### config.mk
export PLATFORM = sky130hd
export DESIGN_NAME = operand_skew_feeder
export DESIGN_NICKNAME = d
export VERILOG_FILES = /design/src/rtl/operand_skew_feeder.sv
export SDC_FILE = /design/constraint.sdc
export NUM_CORES = 1
export LEC_CHECK = 0
export CAP_MARGIN = 25
export CORE_MARGIN = 3
export CORE_UTILIZATION = 45
export CTS_BUF_LIST = sky130_fd_sc_hd__clkbuf_4
export CTS_CLUSTER_SIZE = 16
export DETAILED_ROUTE_END_ITERATION = 6
export PLACE_DENSITY = 0.67
export SLEW_MARGIN = 20
export SYNTH_ARGS = -nofsm -noshare
export SYNTH_HDL_FRONTEND = slang
export SYNTH_SLANG_ARGS = --single-unit
### constraint.sdc
create_clock -name clk -period 5.06 [get_ports clk]
set_clock_uncertainty 0.15 [all_clocks]
set_input_delay 0.506 -clock clk [delete_from_list [all_inputs] [get_ports clk]]
set_output_delay 0.506 -clock clk [all_outputs]
set_load 0.01 [all_outputs]
### src/rtl/operand_skew_feeder.sv
// ---------------------------------------------------------------------------
// operand_skew_feeder
//
// Buffers up to DIM operand vectors, then streams them diagonally into a
// DIM-lane systolic MAC array. Lane i is delayed by i beats, so on beat t
// lane i carries element i of row (t - i). Once the last diagonal has left,
// a single done pulse is issued and the buffer count is cleared.
//
// Ports
//   clk       in   sole clock, rising edge
//   rst_n     in   synchronous active-low reset
//   wr_en     in   write wr_data into the next free row (IDLE only)
//   wr_data   in   DIM*BITS_AB operand vector, element j at [j*BITS_AB +: BITS_AB]
//   start     in   begin streaming the buffered rows (IDLE, count > 0)
//   en_out    out  high on every beat that drives the MAC array
//   lane_out  out  skewed operands, lane i at [i*BITS_AB +: BITS_AB]
//   count     out  number of rows currently buffered
//   busy      out  high while streaming
//   done      out  one-cycle pulse after the final beat
// ---------------------------------------------------------------------------
module operand_skew_feeder #(
  parameter int DIM     = 4,
  parameter int BITS_AB = 8
) (
  input  logic                     clk,
  input  logic                     rst_n,
  input  logic                     wr_en,
  input  logic [DIM*BITS_AB-1:0]   wr_data,
  input  logic                     start,
  output logic                     en_out,
  output logic [DIM*BITS_AB-1:0]   lane_out,
  output logic [$clog2(DIM):0]     count,
  output logic                     busy,
  output logic                     done
);

  // The beat counter never exceeds 2*DIM-2, which always fits in the same
  // width as count.
  localparam int CW = $clog2(DIM) + 1;
  localparam int AW = (DIM > 1) ? $clog2(DIM) : 1;
  localparam int VW = DIM * BITS_AB;
  localparam logic [CW-1:0] DIM_CNT = CW'(DIM);
  localparam logic [CW-1:0] DIM_M1  = CW'(DIM - 1);

  typedef enum logic [1:0] {
    ST_IDLE   = 2'd0,
    ST_STREAM = 2'd1,
    ST_DONE   = 2'd2
  } state_t;

  state_t          state_reg, state_next;
  logic [CW-1:0]   t_reg, t_next;
  logic [CW-1:0]   count_reg, count_next;
  logic [VW-1:0]   row_reg  [DIM];
  logic [VW-1:0]   row_next [DIM];
  logic            en_reg, en_next;
  logic            busy_reg, busy_next;
  logic            done_reg, done_next;
  logic [CW-1:0]   last_t;

  // Index of the final beat: count + DIM - 2.
  assign last_t = count_reg + DIM_M1 - CW'(1);

  always_comb begin
    state_next = state_reg;
    t_next     = t_reg;
    count_next = count_reg;
    row_next   = row_reg;
    en_next    = 1'b0;
    busy_next  = 1'b0;
    done_next  = 1'b0;

    case (state_reg)
      ST_IDLE: begin
        if (wr_en && (count_reg < DIM_CNT)) begin
          row_next[count_reg[AW-1:0]] = wr_data;
          count_next                  = count_reg + CW'(1);
        end
        // Test against the post-write count so a same-edge write is both
        // accepted and included in the stream.
        if (start && (count_next != '0)) begin
          state_next = ST_STREAM;
          t_next     = '0;
          en_next    = 1'b1;
          busy_next  = 1'b1;
        end
      end

      ST_STREAM: begin
        if (t_reg == last_t) begin
          state_next = ST_DONE;
          done_next  = 1'b1;
        end else begin
          t_next    = t_reg + CW'(1);
          en_next   = 1'b1;
          busy_next = 1'b1;
        end
      end

      ST_DONE: begin
        state_next = ST_IDLE;
        count_next = '0;
        t_next     = '0;
      end

      default: begin
        state_next = ST_IDLE;
      end
    endcase
  end

  always_ff @(posedge clk) begin
    if (!rst_n) begin
      state_reg <= ST_IDLE;
      t_reg     <= '0;
      count_reg <= '0;
      en_reg    <= 1'b0;
      busy_reg  <= 1'b0;
      done_reg  <= 1'b0;
      for (int r = 0; r < DIM; r++) begin
        row_reg[r] <= '0;
      end
    end else begin
      state_reg <= state_next;
      t_reg     <= t_next;
      count_reg <= count_next;
      en_reg    <= en_next;
      busy_reg  <= busy_next;
      done_reg  <= done_next;
      for (int r = 0; r < DIM; r++) begin
        row_reg[r] <= row_next[r];
      end
    end
  end

  // Per-lane diagonal select. Each lane computes the value for the beat
  // that will be shown after the coming edge (t_next), using the buffer
  // contents as they will be after that edge, so the output register holds
  // exactly the beat currently on the bus.
  genvar gi;
  generate
    for (gi = 0; gi < DIM; gi++) begin : g_lane
      localparam logic [CW-1:0] LANE = CW'(gi);

      logic [CW-1:0]      diff;
      logic               hit;
      logic [BITS_AB-1:0] lane_val;
      logic [BITS_AB-1:0] lane_reg;

      always_comb begin
        diff     = t_next - LANE;
        hit      = (t_next >= LANE) && (diff < count_next);
        lane_val = '0;
        if (hit) begin
          lane_val = row_next[diff[AW-1:0]][gi*BITS_AB +: BITS_AB];
        end
      end

      always_ff @(posedge clk) begin
        if (!rst_n) begin
          lane_reg <= '0;
        end else begin
          lane_reg <= en_next ? lane_val : '0;
        end
      end

      assign lane_out[gi*BITS_AB +: BITS_AB] = lane_reg;
    end
  endgenerate

  assign en_out = en_reg;
  assign busy   = busy_reg;
  assign done   = done_reg;
  assign count  = count_reg;

endmodule

Word-level counts from Yosys, hierarchy flattened:

Cells that the tools add are included.

* bits in registers: 170
* input bits: 36
* output and inout bits: 38

* add/sub/neg operators: 7
* magnitude comparators: 15
* eq/ne operators: 5
* mux-type cells: 30
* bitwise gates (word level): 5
* reductions and logical operators: 15

Operator list (number)
* $bmux W32 S2: 4
* $mux W128: 2
* $bwmux W128: 1
* $mux W32: 3
* $demux W32 S2: 1
* $mux W24: 2
* $mux W16: 2
* $mux W8: 2
* $ge A3 B3 Y1 const B: 5
* $not A2 Y3: 5
* $lt A3 B3 Y1: 4
* $mux W3: 4
* $reduce_and A3 Y1: 4
* $pmux W3 S3: 1
* $logic_and A1 B1 Y1: 7
* $add A3 B1 Y3 const B: 2
* $ge A3 B1 Y1 const B: 2
* $ge A3 B2 Y1 const B: 2
* $pmux W3 S2: 1
* $sub A3 B1 Y3 const B: 2
* $sub A3 B2 Y3 const B: 2
* $mux W2: 2
* $ne A2 B2 Y1 const B: 2
* $pmux W2 S2: 1
* other kinds (11): 14

Logic depth before layout (Yosys ltp):

* depth in word-level cells: 13
* gate-level depth with buffers: 17
* depth with buffers taken out: 13

Worst setup path before layout:

Ideal clock, no wire load.

* path kind: register -> register
* from: register count_reg[0] (netlist: count[0])
* to: register g_lane[1].lane_reg[0]
* arrival time: 3.594 ns
* data required time: 4.836 ns
* setup slack: 1.242 ns
* stages on the path, launching flop included: 18
* period minus slack after synthesis: 3.818 ns
* path through: dfxtp_1 buf_4 inv_1 ha_1 nor2_1 a31oi_2 o22a_1 nand2_2 buf_4 buf_4 buf_4 ha_1 clkinv_1 clkbuf_1 ha_1 o211ai_1 nand4_2 a21oi_1

* word-level cells in the longest chain between the ends: 13
* elaborated cells between the ends (all ways): 35

Ends and longest elaborated chain
* start, declared: RTL line 53 `logic [CW-1:0] count_reg, count_next;`
* start signal, assigned: RTL line 126 `count_reg <= count_next;`
* branches (longest 7 deep; another with $add A3 B2 Y3)
* $pmux W3 S3 (*): RTL line 73 `case (state_reg)`
* net g_lane[0].diff[0]: RTL line 145 `logic [CW-1:0] diff;`
* branches (longest 5 deep; another with $sub A3 B1 Y3)
* end signal, assigned: RTL line 163 `lane_reg <= en_next ? lane_val : '0;`
* end, declared: RTL line 148 `logic [BITS_AB-1:0] lane_reg;`

Mark *: on every way through the listed nets, which the timed path passes. The select of a mux whose other input is x is not followed.
A chain may end at the register's enable or synchronous reset.

Worst setup path after layout:

* from: register state_reg[0]
* to: register g_lane[1].lane_reg[0]

* word-level cells in the longest chain between the ends: 7
* elaborated cells between the ends (all ways): 16

Ends and longest elaborated chain
* start, declared: RTL line 51 `state_t state_reg, state_next;`
* start signal, assigned: RTL line 124 `state_reg <= state_next;`
* $eq A2 B2 Y1 (tied with other cells): RTL line 73
* $pmux W3 S3 (*): RTL line 73
* net g_lane[0].diff[1]: RTL line 145
* branches (longest 5 deep; another with $sub A3 B1 Y3)

Marked as above.

==> flow_summary.ini <==
[floorplan]
floorplan.initialDensity_pct = 46.13
core_area_um2 = 17300
die_area_um2 = 19360
num_rows = 48
pin_count = 74
die-width_um = 139.2
die-height_um = 139.2

[global_route]
gr-total-overflow = 0
antenna_violations_before_repair = 1
first_global_vias = 6679
groute.usage.overall_pct = 22.37
grt_pass1_wl_um = 35870
grt_max_degree = 70

[setup_path]
timing.critical_path.fanout_max = 25
cp_slowest_cell = sky130_fd_sc_hd__dfxtp_1
cpLargestDelayFamily = simple AND/OR/NAND/NOR gates
setup.worst_path.end_class = register
worst-setup-path-type = reg -> reg
worstPathCellList = nor2_1 > and2_1 > nand2_1 > nand2_1 > ha_1 > clkinv_1 > ha_1 > o211ai_1 > nand4_2 > a21oi_1
worst_setup_path_start_kind = register
critical_path.n_buffers_inverters = 1
critical_path_arrival_ns = 4.36
number_of_cell_instances_on_the_worst_register_to_register_path = 10
critPathMaxStageDelay_ns = 0.91
cp.required_ns = 5.41
critical_path_cell_count = 10

[yosys]
postSynthRegisterBits = 170
synth_flop_cell = sky130_fd_sc_hd__dfxtp_1
syn_area_per_cell_um2 = 7.947
mappedNetlistNets = 1061
synth-warning-count = 0
yosysSeqAreaShare_pct = 42.65
async_set_or_reset_register_ratio_after_synthesis_pct = 0
syn-instance-count = 1004
synth.cell_area_um2 = 7979
synth_edf_count = 0
synth.lib_cells_used.distinct = 59

[clocking]
clk_pin_slew_worst_paths_ns = 0.13
post_cts.repair.setup_buffers = 0
htree_levels = 4
tritoncts = yes
postCtsResizedCells = 0
clkLatencyLatePin_ns = 0.58
tritoncts_num_sinks = 170
cts_buffer_depth = 2
cts-root-buf = sky130_fd_sc_hd__clkbuf_4
postCtsHoldBufs = 0
cts_inserted_buffers = 17

[detailed_routing]
drt-wirelength-per-cell_um = 17.24
drt-pass1-iter-count = 7
drc = 0
drt_iter0_markers = 789
via_per_inst = 5.838
dr_vias = 7420
finalWirelength_um = 21910
drt.antenna.violating_nets = 0

[place]
finalWeightedCongestion = 0.8807
detailedPlacementHpwl_um = 13370
portBuffers = 73
dp_cells = 1242

[sta]
layout_min_cycle_time_ns = 4.013
pin_slew_with_the_least_headroom_to_its_limit_ns = 0.9995
timing.max_slew.rel_slack_pct = 33.11
max_freq_ghz = 0.2492
setup_viol = 0
grt_setup_unrepaired = false
report.final.hold_viol_count = 0
final_min_period_over_clock_period_pct = 79.32
fin_hold_ws_ns = 0.3112
tns_ns = 0
finalMaxSlewViolations = 0

[cells_and_area]
mostFrequentLayoutCells = sky130_fd_sc_hd__nand2_1 (237), sky130_fd_sc_hd__dfxtp_1 (170), sky130_fd_sc_hd__a21oi_1 (162)
layout-area-overhead-vs-synth_pct = 14.27
final_common_cell = sky130_fd_sc_hd__nand2_1
largest_register_ffs = 128
non_filler_instance_count_after_layout = 1271
post_route_cells_drive_above_1_share_pct = 5.837
final_core_util_pct = 52.71
nFillCells = 1689
nNetsFinal = 1093

[run_status]
run_status = completed

[worst_hold_path]
min_path_type = reg -> reg
hold_depth = 2

[pwr]
fin_total_pwr_mw = 3.091
power-per-cell-area_nw_per_um2 = 339.0
peak_vdd_ir_uv = 158.4
leakagePower_nw = 3.204

[flow_run]
max_cap_viol_count = 0
## cell type report
| type | count | area [µm²] | share of cell area, % |
|---|---|---|---|
| diodes | 1 | 2.502 | 0.02745 |
| clock buffers | 18 | 135.1 | 1.482 |
| clock inverters | 10 | 176.4 | 1.935 |
| inverters | 12 | 47.55 | 0.5215 |
| multi-input cells | 745 | 4213 | 46.21 |
| flip-flops and latches | 170 | 3403 | 37.33 |
| well taps | 225 | 281.5 | 3.088 |
| repair buffers | 90 | 858.3 | 9.414 |
## where the power goes
part	total, mW	internal, mW	switching (mW)
combinational	0.782	0.288	0.494
clock	0.884	0.433	0.451
sequential	1.42	1.39	0.0363
## cell usage after synthesis (2+ instances only)
library cell                instances  area, µm²
sky130_fd_sc_hd__dfxtp_1          170       3403
sky130_fd_sc_hd__inv_1              8      30.03
sky130_fd_sc_hd__and4b_1            2      20.02
sky130_fd_sc_hd__buf_4              6      45.04
sky130_fd_sc_hd__a21oi_1          162      810.8
sky130_fd_sc_hd__o21ai_0           30      150.1
sky130_fd_sc_hd__o2111ai_1          5      43.79
sky130_fd_sc_hd__nand3_1           11      55.05
sky130_fd_sc_hd__o2111a_1           2      22.52
sky130_fd_sc_hd__nor3_1             7      35.03
sky130_fd_sc_hd__buf_1              7      26.28
sky130_fd_sc_hd__or3_1             29      181.4
sky130_fd_sc_hd__a22oi_1            5      37.54
sky130_fd_sc_hd__a31oi_1            5      31.28
sky130_fd_sc_hd__nand4b_2           2      30.03
sky130_fd_sc_hd__o22a_1             9      78.83
sky130_fd_sc_hd__o22ai_1           14      87.58
sky130_fd_sc_hd__clkbuf_1          53      198.9
sky130_fd_sc_hd__nand2b_1           2      12.51
sky130_fd_sc_hd__o21ai_1            3      15.01
sky130_fd_sc_hd__ha_1              21      262.8
sky130_fd_sc_hd__o221ai_1          15      131.4
sky130_fd_sc_hd__nor3b_1            2      15.01
sky130_fd_sc_hd__nor4_1             2      12.51
sky130_fd_sc_hd__nor2_1            54      202.7
sky130_fd_sc_hd__mux2i_1           30      300.3
sky130_fd_sc_hd__nand2_1          237      889.6
sky130_fd_sc_hd__xnor2_1            2      17.52
sky130_fd_sc_hd__nand4_1           12      75.07
sky130_fd_sc_hd__nor2b_1            9      56.30
sky130_fd_sc_hd__nand4_2            2      25.02
sky130_fd_sc_hd__and3_1             6      37.54
sky130_fd_sc_hd__or4_1              6      45.04
sky130_fd_sc_hd__a222oi_1           8      80.08
sky130_fd_sc_hd__inv_2              3      11.26
sky130_fd_sc_hd__a211oi_1           9      67.56
sky130_fd_sc_hd__o211ai_1          22      165.2
sky130_fd_sc_hd__buf_2             11      55.05
## per-stage QoR
| step | cell area [µm²] | setup slack (ns) |
|---|---|---|
| floorplan | 7979 | 1.242 |
| global placement | 8803 | 1.136 |
| detailed placement | 8803 | 1.013 |
| CTS | 9115 | 1.136 |
| global route | 9117 | 0.6566 |
| finish | 9117 | 1.047 |
## cell families after synthesis
group                    count (synthesis)  share of synthesized area [%]
AND/OR/NAND/NOR                        388                          21.70
flip-flops                             170                          42.65
XOR/XNOR                                 4                         0.5333
buffers and inverters                   89                          4.642
multiplexers                            31                          3.936
adder cells (fa/ha/maj)                 21                          3.293
AO/OA/AOI/OAI                          301                          23.24
## worst paths after layout
check                             startpoint                     to  slack [ns]
worst min-delay path            row_reg[114]           row_reg[114]        0.31
worst min register to register  row_reg[114]           row_reg[114]        0.31
worst max register to register  state_reg[0]  g_lane[1].lane_reg[0]        1.05
worst max-delay path            state_reg[0]  g_lane[1].lane_reg[0]        1.05
## routing by layer
| metal | track usage, % | part of all wire [%] |
|---|---|---|
| met3 | 3.793 | 6.2 |
| met4 | 5.767 | 1.2 |
| met2 | 34.24 | 46 |
| met1 | 32.87 | 47 |
| met5 | 0 | 0 |
## worst reg2reg max path, delay by kind of cell, from the launching register on
kind	cells	cell delay (ns)
adders and majority gates	2	0.77
buffers and inverters	1	0.35
AOI/OAI and AO/OA	2	0.36
and+or+nand+nor	5	1.40
DFF	1	0.91
Power figures use the tool's default switching activity.
